**src/rtl/mdio_mgmt_ctrl.sv**
```systemverilog
`default_nettype none
// ============================================================================
// Module      : mdio_mgmt_ctrl
// Description : Clause-22 MDIO master. Takes one read/write request at a time,
//               shifts out preamble + ST/OP/PHYAD/REGAD, handles turnaround,
//               moves 16 data bits, then releases the bus for one bit-period
//               before reporting completion.
// Revision    : 1.0 - initial release
// ----------------------------------------------------------------------------
// Ports
//   clk, rst_n            clock (rising edge), asynchronous active-low reset
//   req_valid/req_ready   request handshake; accepted only while idle
//   req_write             1 = write frame, 0 = read frame
//   req_phy, req_reg      5-bit PHY and register address
//   req_wdata             16-bit write data
//   rsp_valid             one-cycle completion pulse
//   rsp_rdata             read data, held until the next completion
//   rsp_ta_err            read frame saw no PHY drive-low in the 2nd TA bit
//   busy                  frame in progress (inverse of req_ready)
//   mdio_mdc              management clock
//   mdio_o/mdio_oe/mdio_i split bidirectional data pad
// ============================================================================
module mdio_mgmt_ctrl #(
  parameter int CLK_DIV = 20,
  parameter int PRE_LEN = 32
) (
  input  logic        clk,
  input  logic        rst_n,
  input  logic        req_valid,
  output logic        req_ready,
  input  logic        req_write,
  input  logic [4:0]  req_phy,
  input  logic [4:0]  req_reg,
  input  logic [15:0] req_wdata,
  output logic        rsp_valid,
  output logic [15:0] rsp_rdata,
  output logic        rsp_ta_err,
  output logic        busy,
  output logic        mdio_mdc,
  output logic        mdio_o,
  output logic        mdio_oe,
  input  logic        mdio_i
);

  localparam int               DIV_W    = (CLK_DIV > 1) ? $clog2(CLK_DIV) : 1;
  localparam logic [DIV_W-1:0] DIV_LAST = DIV_W'(CLK_DIV - 1);
  localparam logic [4:0]       PRE_LAST = 5'((PRE_LEN > 0) ? PRE_LEN - 1 : 0);

  typedef enum logic [2:0] {
    S_IDLE = 3'd0,
    S_PRE  = 3'd1,
    S_HDR  = 3'd2,
    S_TA   = 3'd3,
    S_DATA = 3'd4,
    S_TAIL = 3'd5,
    S_DONE = 3'd6
  } state_t;

  state_t           state;
  logic [DIV_W-1:0] div_cnt;
  logic             first_fall;  // first divider wrap of a frame is a fall event with MDC held low
  logic [4:0]       bit_cnt;
  logic             is_write;
  logic [13:0]      hdr_sr;
  logic [15:0]      wd_sr;
  logic [15:0]      rd_sr;
  logic             ta_bit;
  logic             on_ta2;      // bit on the wire is the 2nd TA bit
  logic             on_data;     // bit on the wire is a data bit

  logic frame_active;
  logic wrap;
  logic fall_ev;
  logic rise_ev;

  assign frame_active = (state != S_IDLE) && (state != S_DONE);
  assign wrap         = frame_active && (div_cnt == DIV_LAST);
  assign fall_ev      = wrap && (first_fall || mdio_mdc);
  assign rise_ev      = wrap && !first_fall && !mdio_mdc;
  assign busy         = ~req_ready;

  always_ff @(posedge clk or negedge rst_n) begin
    if (!rst_n) begin
      state      <= S_IDLE;
      div_cnt    <= '0;
      first_fall <= 1'b0;
      bit_cnt    <= 5'd0;
      is_write   <= 1'b0;
      hdr_sr     <= 14'd0;
      wd_sr      <= 16'd0;
      rd_sr      <= 16'd0;
      ta_bit     <= 1'b0;
      on_ta2     <= 1'b0;
      on_data    <= 1'b0;
      req_ready  <= 1'b1;
      rsp_valid  <= 1'b0;
      rsp_rdata  <= 16'd0;
      rsp_ta_err <= 1'b0;
      mdio_mdc   <= 1'b0;
      mdio_o     <= 1'b1;
      mdio_oe    <= 1'b0;
    end else begin
      rsp_valid <= 1'b0;

      if (frame_active) begin
        if (wrap) begin
          div_cnt    <= '0;
          first_fall <= 1'b0;
          if (!first_fall) mdio_mdc <= ~mdio_mdc;
        end else begin
          div_cnt <= div_cnt + DIV_W'(1);
        end
      end

      // PHY data is captured on the MDC rising edge of the bit on the wire
      if (rise_ev && !is_write) begin
        if (on_ta2)  ta_bit <= mdio_i;
        if (on_data) rd_sr  <= {rd_sr[14:0], mdio_i};
      end

      // Each fall event puts the current (state, bit_cnt) bit on the wire
      if (fall_ev) begin
        on_ta2  <= 1'b0;
        on_data <= 1'b0;
        case (state)
          S_PRE: begin
            mdio_oe <= 1'b1;
            mdio_o  <= 1'b1;
            if (bit_cnt == PRE_LAST) begin
              state   <= S_HDR;
              bit_cnt <= 5'd0;
            end else begin
              bit_cnt <= bit_cnt + 5'd1;
            end
          end
          S_HDR: begin
            mdio_oe <= 1'b1;
            mdio_o  <= hdr_sr[13];
            hdr_sr  <= {hdr_sr[12:0], 1'b0};
            if (bit_cnt == 5'd13) begin
              state   <= S_TA;
              bit_cnt <= 5'd0;
            end else begin
              bit_cnt <= bit_cnt + 5'd1;
            end
          end
          S_TA: begin
            mdio_oe <= is_write;
            mdio_o  <= is_write ? (bit_cnt == 5'd0) : 1'b1;
            if (bit_cnt == 5'd0) begin
              bit_cnt <= 5'd1;
            end else begin
              on_ta2  <= 1'b1;
              state   <= S_DATA;
              bit_cnt <= 5'd0;
            end
          end
          S_DATA: begin
            mdio_oe <= is_write;
            mdio_o  <= is_write ? wd_sr[15] : 1'b1;
            wd_sr   <= {wd_sr[14:0], 1'b0};
            on_data <= 1'b1;
            if (bit_cnt == 5'd15) begin
              state   <= S_TAIL;
              bit_cnt <= 5'd0;
            end else begin
              bit_cnt <= bit_cnt + 5'd1;
            end
          end
          S_TAIL: begin
            mdio_oe <= 1'b0;
            mdio_o  <= 1'b1;
            if (bit_cnt == 5'd0) begin
              bit_cnt <= 5'd1;
            end else begin
              // Closing fall event of the release bit: frame complete
              state      <= S_DONE;
              rsp_valid  <= 1'b1;
              rsp_ta_err <= !is_write && ta_bit;
              if (!is_write) rsp_rdata <= rd_sr;
            end
          end
          default: ;
        endcase
      end

      case (state)
        S_IDLE: begin
          if (req_valid && req_ready) begin
            is_write   <= req_write;
            hdr_sr     <= {2'b01, (req_write ? 2'b01 : 2'b10), req_phy, req_reg};
            wd_sr      <= req_wdata;
            state      <= (PRE_LEN > 0) ? S_PRE : S_HDR;
            bit_cnt    <= 5'd0;
            // Preloading the wrap value starts the first bit on the next cycle
            div_cnt    <= DIV_LAST;
            first_fall <= 1'b1;
            ta_bit     <= 1'b0;
            on_ta2     <= 1'b0;
            on_data    <= 1'b0;
            req_ready  <= 1'b0;
          end
        end
        S_DONE: begin
          state     <= S_IDLE;
          req_ready <= 1'b1;
          mdio_mdc  <= 1'b0;
          div_cnt   <= '0;
        end
        default: ;
      endcase
    end
  end

endmodule
`default_nettype wire
```
**config.mk**
```make
export PLATFORM = sky130hd
export DESIGN_NAME = mdio_mgmt_ctrl
export DESIGN_NICKNAME = d
export VERILOG_FILES = /design/src/rtl/mdio_mgmt_ctrl.sv
export SDC_FILE = /design/constraint.sdc
export NUM_CORES = 1
export LEC_CHECK = 0
export CAP_MARGIN = 20
export CORE_UTILIZATION = 35
export CTS_CLUSTER_SIZE = 10
export DETAILED_ROUTE_END_ITERATION = 10
export PLACE_DENSITY_LB_ADDON = 0.08
export SYNTH_ARGS = -nofsm -noshare
export SYNTH_HDL_FRONTEND = slang
export SYNTH_SLANG_ARGS = --single-unit
```
**constraint.sdc**
```tcl
create_clock -name clk -period 2.78 [get_ports clk]
set_clock_uncertainty 0.1 [all_clocks]
set_input_delay 0.556 -clock clk [delete_from_list [all_inputs] [get_ports clk]]
set_output_delay 0.556 -clock clk [all_outputs]
set_load 0.005 [all_outputs]
```
==> metrics.yaml, run 1 <==
grt-ovfl-total: 0
final_antenna_net_count: 0
path_cells: "ha_1 -> nand4bb_4 -> nor3_2 -> and4b_1 -> buf_12 -> mux2_2"
hold_path.class: "input port to asynchronous set/reset pin"
setup_violations: 0
die-area_um2: 12700
gr-usage-met3_pct: 5.67
finalWirelength_mm: 9.19
pwr-share-seq_pct: 47.7
start_util_pct: 36.6
finalCritPeriodShare_pct: 84.3
slew_headroom_pct: 53.5
cellPowerDensity_nw_per_um2: 496
syn_inst: 380
firstDrtPassIters: 5
reg2reg_from: "div_cnt[0]$_DFF_PN0_"
drcViolationCount: 0
port_buffers: 53
drive_above_1_share_pct: 18.0
nets: 473
post_cts.repair.setup_buffers: 0
cp-start-kind: "flop"
clock.fmax_mhz: 427
p_leak_nw: 2.14
cts_tree: "yes"
arrival_ns: 2.48
final_util_pct: 45.4
maxSlewViolCount: 0
async_flop_share_pct: 100
place_congestion: 0.797
numClockSinks: 86
maxCapViolations: 0
wl_per_cell_um: 15.8
grt_first_pass_wirelength_mm: 16.0
end_kind: "flop"
ys.flop_type: "dfrtp_1"
r2r_end: "rsp_rdata[11]$_DFFE_PN0P_"
critical_path_buf_inv_count: 1
fillers: 1079
die_y_um: 113
pwr-share-clk_pct: 49.5
final_cell_mix: "dfrtp_1 (84), clkdlybuf4s50_1 (52), nand2_1 (46)"
worst_ep_required_time_ns: 2.91
cts_inserted_buffers: 9
clk_path_buf_depth: 2
fin_tns_setup_ns: 0
met1_usage_pct: 21.8
period_minus_slack_ns: 2.34
grt.busiest_layer: "met2"
r2r.worst_path.cells: 6
rsz0062_at_grt: "false"
drtIter0Drc: 142
ys_types: 65
diodes: 0
drt-vias-per-instance: 5.16
grt_max_degree: 56
worst_pin_slew_ns: 0.697
row_count: 39
cp_slowest_stage_delay_ns: 0.39
root_buffer: "clkbuf_16"
path_max_fanout: 16
cts.clk_slew.worst_paths_ns: 0.07
core-area_um2: 11700
syn-num-nets: 418
grt_pass1_vias: 3052
seq_area_frac_synth_pct: 50.4
status: "completed"
insertion_delay_ns: 0.35
ys_ff_latch: 86
htreeDepth: 3
cts_hold_buf: 0
critPathSlowestCell: "dfrtp_1"
cp_top_family: "simple AND/OR/NAND/NOR gates"
antenna_found_initial: 0
num_io_pins: 54
ctsResizeCount: 0
netSwitchingPower_mw: 0.543
layout_commonest_cell: "dfrtp_1"
power_frac_comb_pct: 2.8
area_growth_pct: 23.8
grt_use_total_pct: 16.3
hpwl_mm: 6.30
die_w_um: 113
swShare_pct: 20.7
critical_path_class: "flop to flop"
use_met2_pct: 24.9
synthesis.area_um2: 4270
r2r_slack_ns: 0.44
synth_edf_count: 0
final_hold_viol_count: 0
ir_drop_uv: 326
route.vias.total: 3002
p_int_mw: 2.08
synth_warnings: 0
avgSynthCellArea_um2: 11.2
==> metrics by stage <==
step | worst slack (ns) | instance area, um2 | hold WS, ns | instances | power, mW
final | 0.438 | 5290 | 0.0587 | 582 | 2.63
after global routing | 0.312 | 5290 | 0.0831 | 582 | 2.73
after CTS | 0.447 | 5290 | 0.0625 | 582 | 2.68
after detailed placement | 0.465 | 4970 | 0.393 | 567 | 1.35
after global placement | 0.485 | 4970 | 0.382 | 567 | 1.35
after floorplan | 0.732 | 4270 | 0.160 | 380 | 1.28
==> sequential cells by signal, indices dropped and copies added, names as in the netlist, 3 cells and up <==
name,count
wd_sr,16
hdr_sr,14
rd_sr,16
state,3
bit_cnt,5
div_cnt,5
rsp_rdata,16
==> synth_stat cells, types with 4 or more instances <==
cell type	instances	share of area (%)
ha_1	7	2.0
nor2_1	18	1.6
dfrtp_1	84	49
nor3_1	5	0.59
mux2i_1	27	6.3
o21ai_1	8	0.94
inv_1	10	0.88
mux2_2	23	6.1
buf_2	6	0.70
a22o_1	4	0.82
buf_4	5	0.88
nor2b_1	5	0.73
nand2_1	46	4.0
mux2_4	10	3.5
nand3_1	7	0.82
o21ai_0	27	3.2
clkbuf_1	5	0.44
buf_6	5	1.3
a21oi_1	12	1.4
==> worst reg2reg max path: stages (launching register included) <==
cell and delay (ns):
dfrtp_1 0.39, ha_1 0.30, nand4bb_4 0.22, nor3_2 0.37, and4b_1 0.31, buf_12 0.19, mux2_2 0.35
==> final cells by class <==
cell class	instances	area (um2)	share of cell area, %
multi-input cells	260	1920	36.3
flip-flops and latches	86	2150	40.7
inverters	10	37.5	0.710
well taps	143	179	3.38
clock buffers	9	225	4.26
clock inverters	6	93.8	1.77
repair buffers	68	678	12.8
==> worst max-delay path by stage <==
stage                         startpoint                        end  slack [ns]  depth (start not counted)
floorplan           div_cnt[0]$_DFF_PN0_   rsp_rdata[0]$_DFFE_PN0P_        0.73                          7
global placement    div_cnt[0]$_DFF_PN0_  rsp_rdata[10]$_DFFE_PN0P_        0.48                          6
detailed placement  div_cnt[0]$_DFF_PN0_  rsp_rdata[11]$_DFFE_PN0P_        0.47                          6
CTS                 div_cnt[0]$_DFF_PN0_  rsp_rdata[11]$_DFFE_PN0P_        0.45                          6
global route        bit_cnt[0]$_DFF_PN0_       bit_cnt[2]$_DFF_PN0_        0.31                          8
finish              div_cnt[0]$_DFF_PN0_  rsp_rdata[11]$_DFFE_PN0P_        0.44                          6
==> cells by family (layout without fill, tap and decap cells) <==
family | Yosys count | after routing | share of synthesized area, %
and+or+nand+nor | 115 | 115 | 15.1
DFF | 86 | 86 | 50.4
AOI/OAI and AO/OA | 75 | 75 | 10.8
muxes | 60 | 60 | 15.9
buffers and inverters | 34 | 93 | 4.89
adders and majority gates | 8 | 8 | 2.28
xor gates and xnor gates | 2 | 2 | 0.586
==> power groups by stage <==
| stage | clock [mW] | sequential, mW | combinational (mW) |
|---|---|---|---|
| 2_1_floorplan | 0 | 1.28 | 0.00226 |
| 3_3_place_gp | 0 | 1.28 | 0.0762 |
| 3_5_place_dp | 0 | 1.28 | 0.0762 |
| 4_1_cts | 1.35 | 1.25 | 0.0768 |
| 5_1_grt | 1.40 | 1.25 | 0.0828 |
| 6_report | 1.30 | 1.25 | 0.0735 |
==> metal layers <==
layer / wire length [um] / part of all wire [%]
met1: 4490 / 49
met2: 4140 / 45
met3: 471 / 5.1
met4: 91 / 0.99
met5: 0 / 0
No activity file was read; power rests on OpenSTA's default activity.
==> run 2, diff against run 1 <==
==> constraint.sdc (replaced) <==
create_clock -name clk -period 2.2 [get_ports clk]
set_clock_uncertainty 0.1 [all_clocks]
set_input_delay 0.44 -clock clk [delete_from_list [all_inputs] [get_ports clk]]
set_output_delay 0.44 -clock clk [all_outputs]
set_load 0.005 [all_outputs]
==> metrics.yaml, run 2 (same netlist as run 1, synthesis figures left out) <==
gr-usage-met3_pct: 2.65
htreeDepth: 3
core-area_um2: 11700
port_buffers: 53
die-area_um2: 12700
path_max_fanout: 16
status: "completed"
drt-vias-per-instance: 5.13
drive_above_1_share_pct: 22.3
r2r_end: "rsp_rdata[9]$_DFFE_PN0P_"
grt_max_degree: 35
hold_path_end: "rsp_rdata[15]$_DFFE_PN0P_"
cts_inserted_buffers: 9
power_mw: 3.27
drcViolationCount: 0
r2r_slack_ns: 0.14
r2r.worst_path.cells: 6
swShare_pct: 21.5
p_leak_nw: 2.27
grt-ovfl-total: 0
fin_tns_setup_ns: 0
power_frac_comb_pct: 2.9
row_count: 39
final_hold_viol_count: 0
cp-start-kind: "flop"
final_antenna_net_count: 0
cp_slowest_stage_delay_ns: 0.40
die_w_um: 113
dp_slack_ns: 0.0308
p_int_mw: 2.57
insertion_delay_ns: 0.34
netSwitchingPower_mw: 0.705
critPathSlowestCell: "dfrtp_1"
pwr-share-seq_pct: 48.4
period_minus_slack_ns: 2.06
start_util_pct: 36.6
hpwl_mm: 6.65
root_buffer: "clkbuf_16"
grt.busiest_layer: "met2"
slew_headroom_pct: 67.0
finalWirelength_mm: 9.17
cts.clk_slew.worst_paths_ns: 0.07
worst_ep_required_time_ns: 2.32
grt_pass1_vias: 3065
arrival_ns: 2.18
worst_pin_slew_ns: 0.495
multi_input_area_um2: 1940
grt_first_pass_wirelength_mm: 15.9
setup_violations: 0
cts_tree: "yes"
pwr-share-clk_pct: 48.7
timing.hold.ws_ns: 0.407
grt_use_total_pct: 16.0
finalCritPeriodShare_pct: 93.6
nets: 494
wl_per_cell_um: 15.2
dp_cells: 587
use_met2_pct: 24.1
layoutNonFillerInstCount: 604
numClockSinks: 86
hold_path.class: "flop to flop"
maxCapViolations: 0
seq_area_um2: 2150
drtIter0Drc: 186
place_congestion: 0.853
firstDrtPassIters: 4
end_kind: "flop"
min_path_cells: 1
num_io_pins: 54
cellPowerDensity_nw_per_um2: 591
route.vias.total: 3096
layout_commonest_cell: "dfrtp_1"
critical_path_class: "flop to flop"
clock.fmax_mhz: 486
met1_usage_pct: 22.6
path_cells: "ha_2 -> nand4bb_4 -> nor3_2 -> and4b_1 -> buf_12 -> mux2_2"
die_y_um: 113
area_growth_pct: 29.5
rsz0062_at_grt: "false"
largestRegisters: "rd_sr (16), rsp_rdata (16), wd_sr (16)"
final_cell_mix: "dfrtp_1 (84), clkdlybuf4s50_1 (52), nand2_1 (46)"
min_from: "rd_sr[15]$_DFFE_PN0P_"
ir_drop_uv: 409
maxSlewViolCount: 0
antenna_found_initial: 0
worst_slack_ns: 0.141
fillers: 1103
reg2reg_from: "div_cnt[0]$_DFF_PN0_"
clk_path_buf_depth: 2
diodes: 0
run 2: changes by cell type in the layout (fill, tap and decap cells not counted), sizes merged:
cell         change
dlygate4sd3      +1
inv              +1
buf             +20
bufinv           -1
clkbuf           +1
run 2: routing by layer:
metal | wire, um | share of wire (%)
met1 | 4570 | 50
met2 | 4110 | 45
met3 | 294 | 3.2
met4 | 190 | 2.1
met5 | 0 | 0
run 2: cell type report:
type / instances / area share (%)
sequential: 86 / 38.9
multi-input combinational: 260 / 35.0
timing repair buffer: 89 / 16.5
clock buffer: 10 / 4.32
tap: 143 / 3.23
clock inverter: 6 / 1.36
inverter: 10 / 0.678
run 2: worst max path at each step:
stage	start	to	slack [ns]	depth (start not counted)
global placement	div_cnt[0]$_DFF_PN0_	rsp_rdata[7]$_DFFE_PN0P_	0.11	6
detailed placement	bit_cnt[0]$_DFF_PN0_	bit_cnt[2]$_DFF_PN0_	0.03	8
CTS	bit_cnt[0]$_DFF_PN0_	bit_cnt[2]$_DFF_PN0_	0.02	8
finish	div_cnt[0]$_DFF_PN0_	rsp_rdata[9]$_DFFE_PN0P_	0.14	6
floorplan	div_cnt[0]$_DFF_PN0_	rsp_rdata[0]$_DFFE_PN0P_	0.15	7
global route	bit_cnt[0]$_DFF_PN0_	state[0]$_DFF_PN0_	0.03	8
run 2: power groups by stage:
stage	clock network [mW]	logic, mW	registers, mW
2_1_floorplan	0	0.00286	1.61
3_3_place_gp	0	0.0990	1.61
3_5_place_dp	0	0.0989	1.61
4_1_cts	1.65	0.101	1.58
5_1_grt	1.72	0.108	1.58
6_report	1.59	0.0960	1.58
run 2: repair_timing:
| action | 4_1_cts | 5_1_grt |
|---|---|---|
| resized for setup | 0 | 4 |
| endpoints found under the hold margin | 26 | 0 |
| setup buffers | 0 | 0 |
| setup endpoints to repair | 0 | 7 |
| hold buffers | 1 | 0 |
run 2: stage by stage:
step	util (%)	area (um2)
6_report	47.5	5530
5_1_grt	47.5	5530
4_1_cts	47.3	5520
3_5_place_dp	44.6	5200
3_3_place_gp	44.6	5200
2_1_floorplan	-	4270
run 2: worst max-delay path, delay by kind of cell, from the launching register on:
kind                     cells  cell delay, ns
buffers and inverters        1            0.19
flip-flops                   1            0.40
AND/OR/NAND/NOR              3            0.64
adder cells (fa/ha/maj)      1            0.27
multiplexers                 1            0.34
==> run 3, diff against run 2 <==
--- a/config.mk
+++ b/config.mk
@@ -7,6 +7,7 @@
 export LEC_CHECK = 0
 export CAP_MARGIN = 20
 export CORE_UTILIZATION = 35
+export CTS_CLUSTER_DIAMETER = 200
 export CTS_CLUSTER_SIZE = 10
 export DETAILED_ROUTE_END_ITERATION = 10
 export PLACE_DENSITY_LB_ADDON = 0.08
==> results of run 3 <==
Final layout, timing and power as in run 2 (identical DEF).
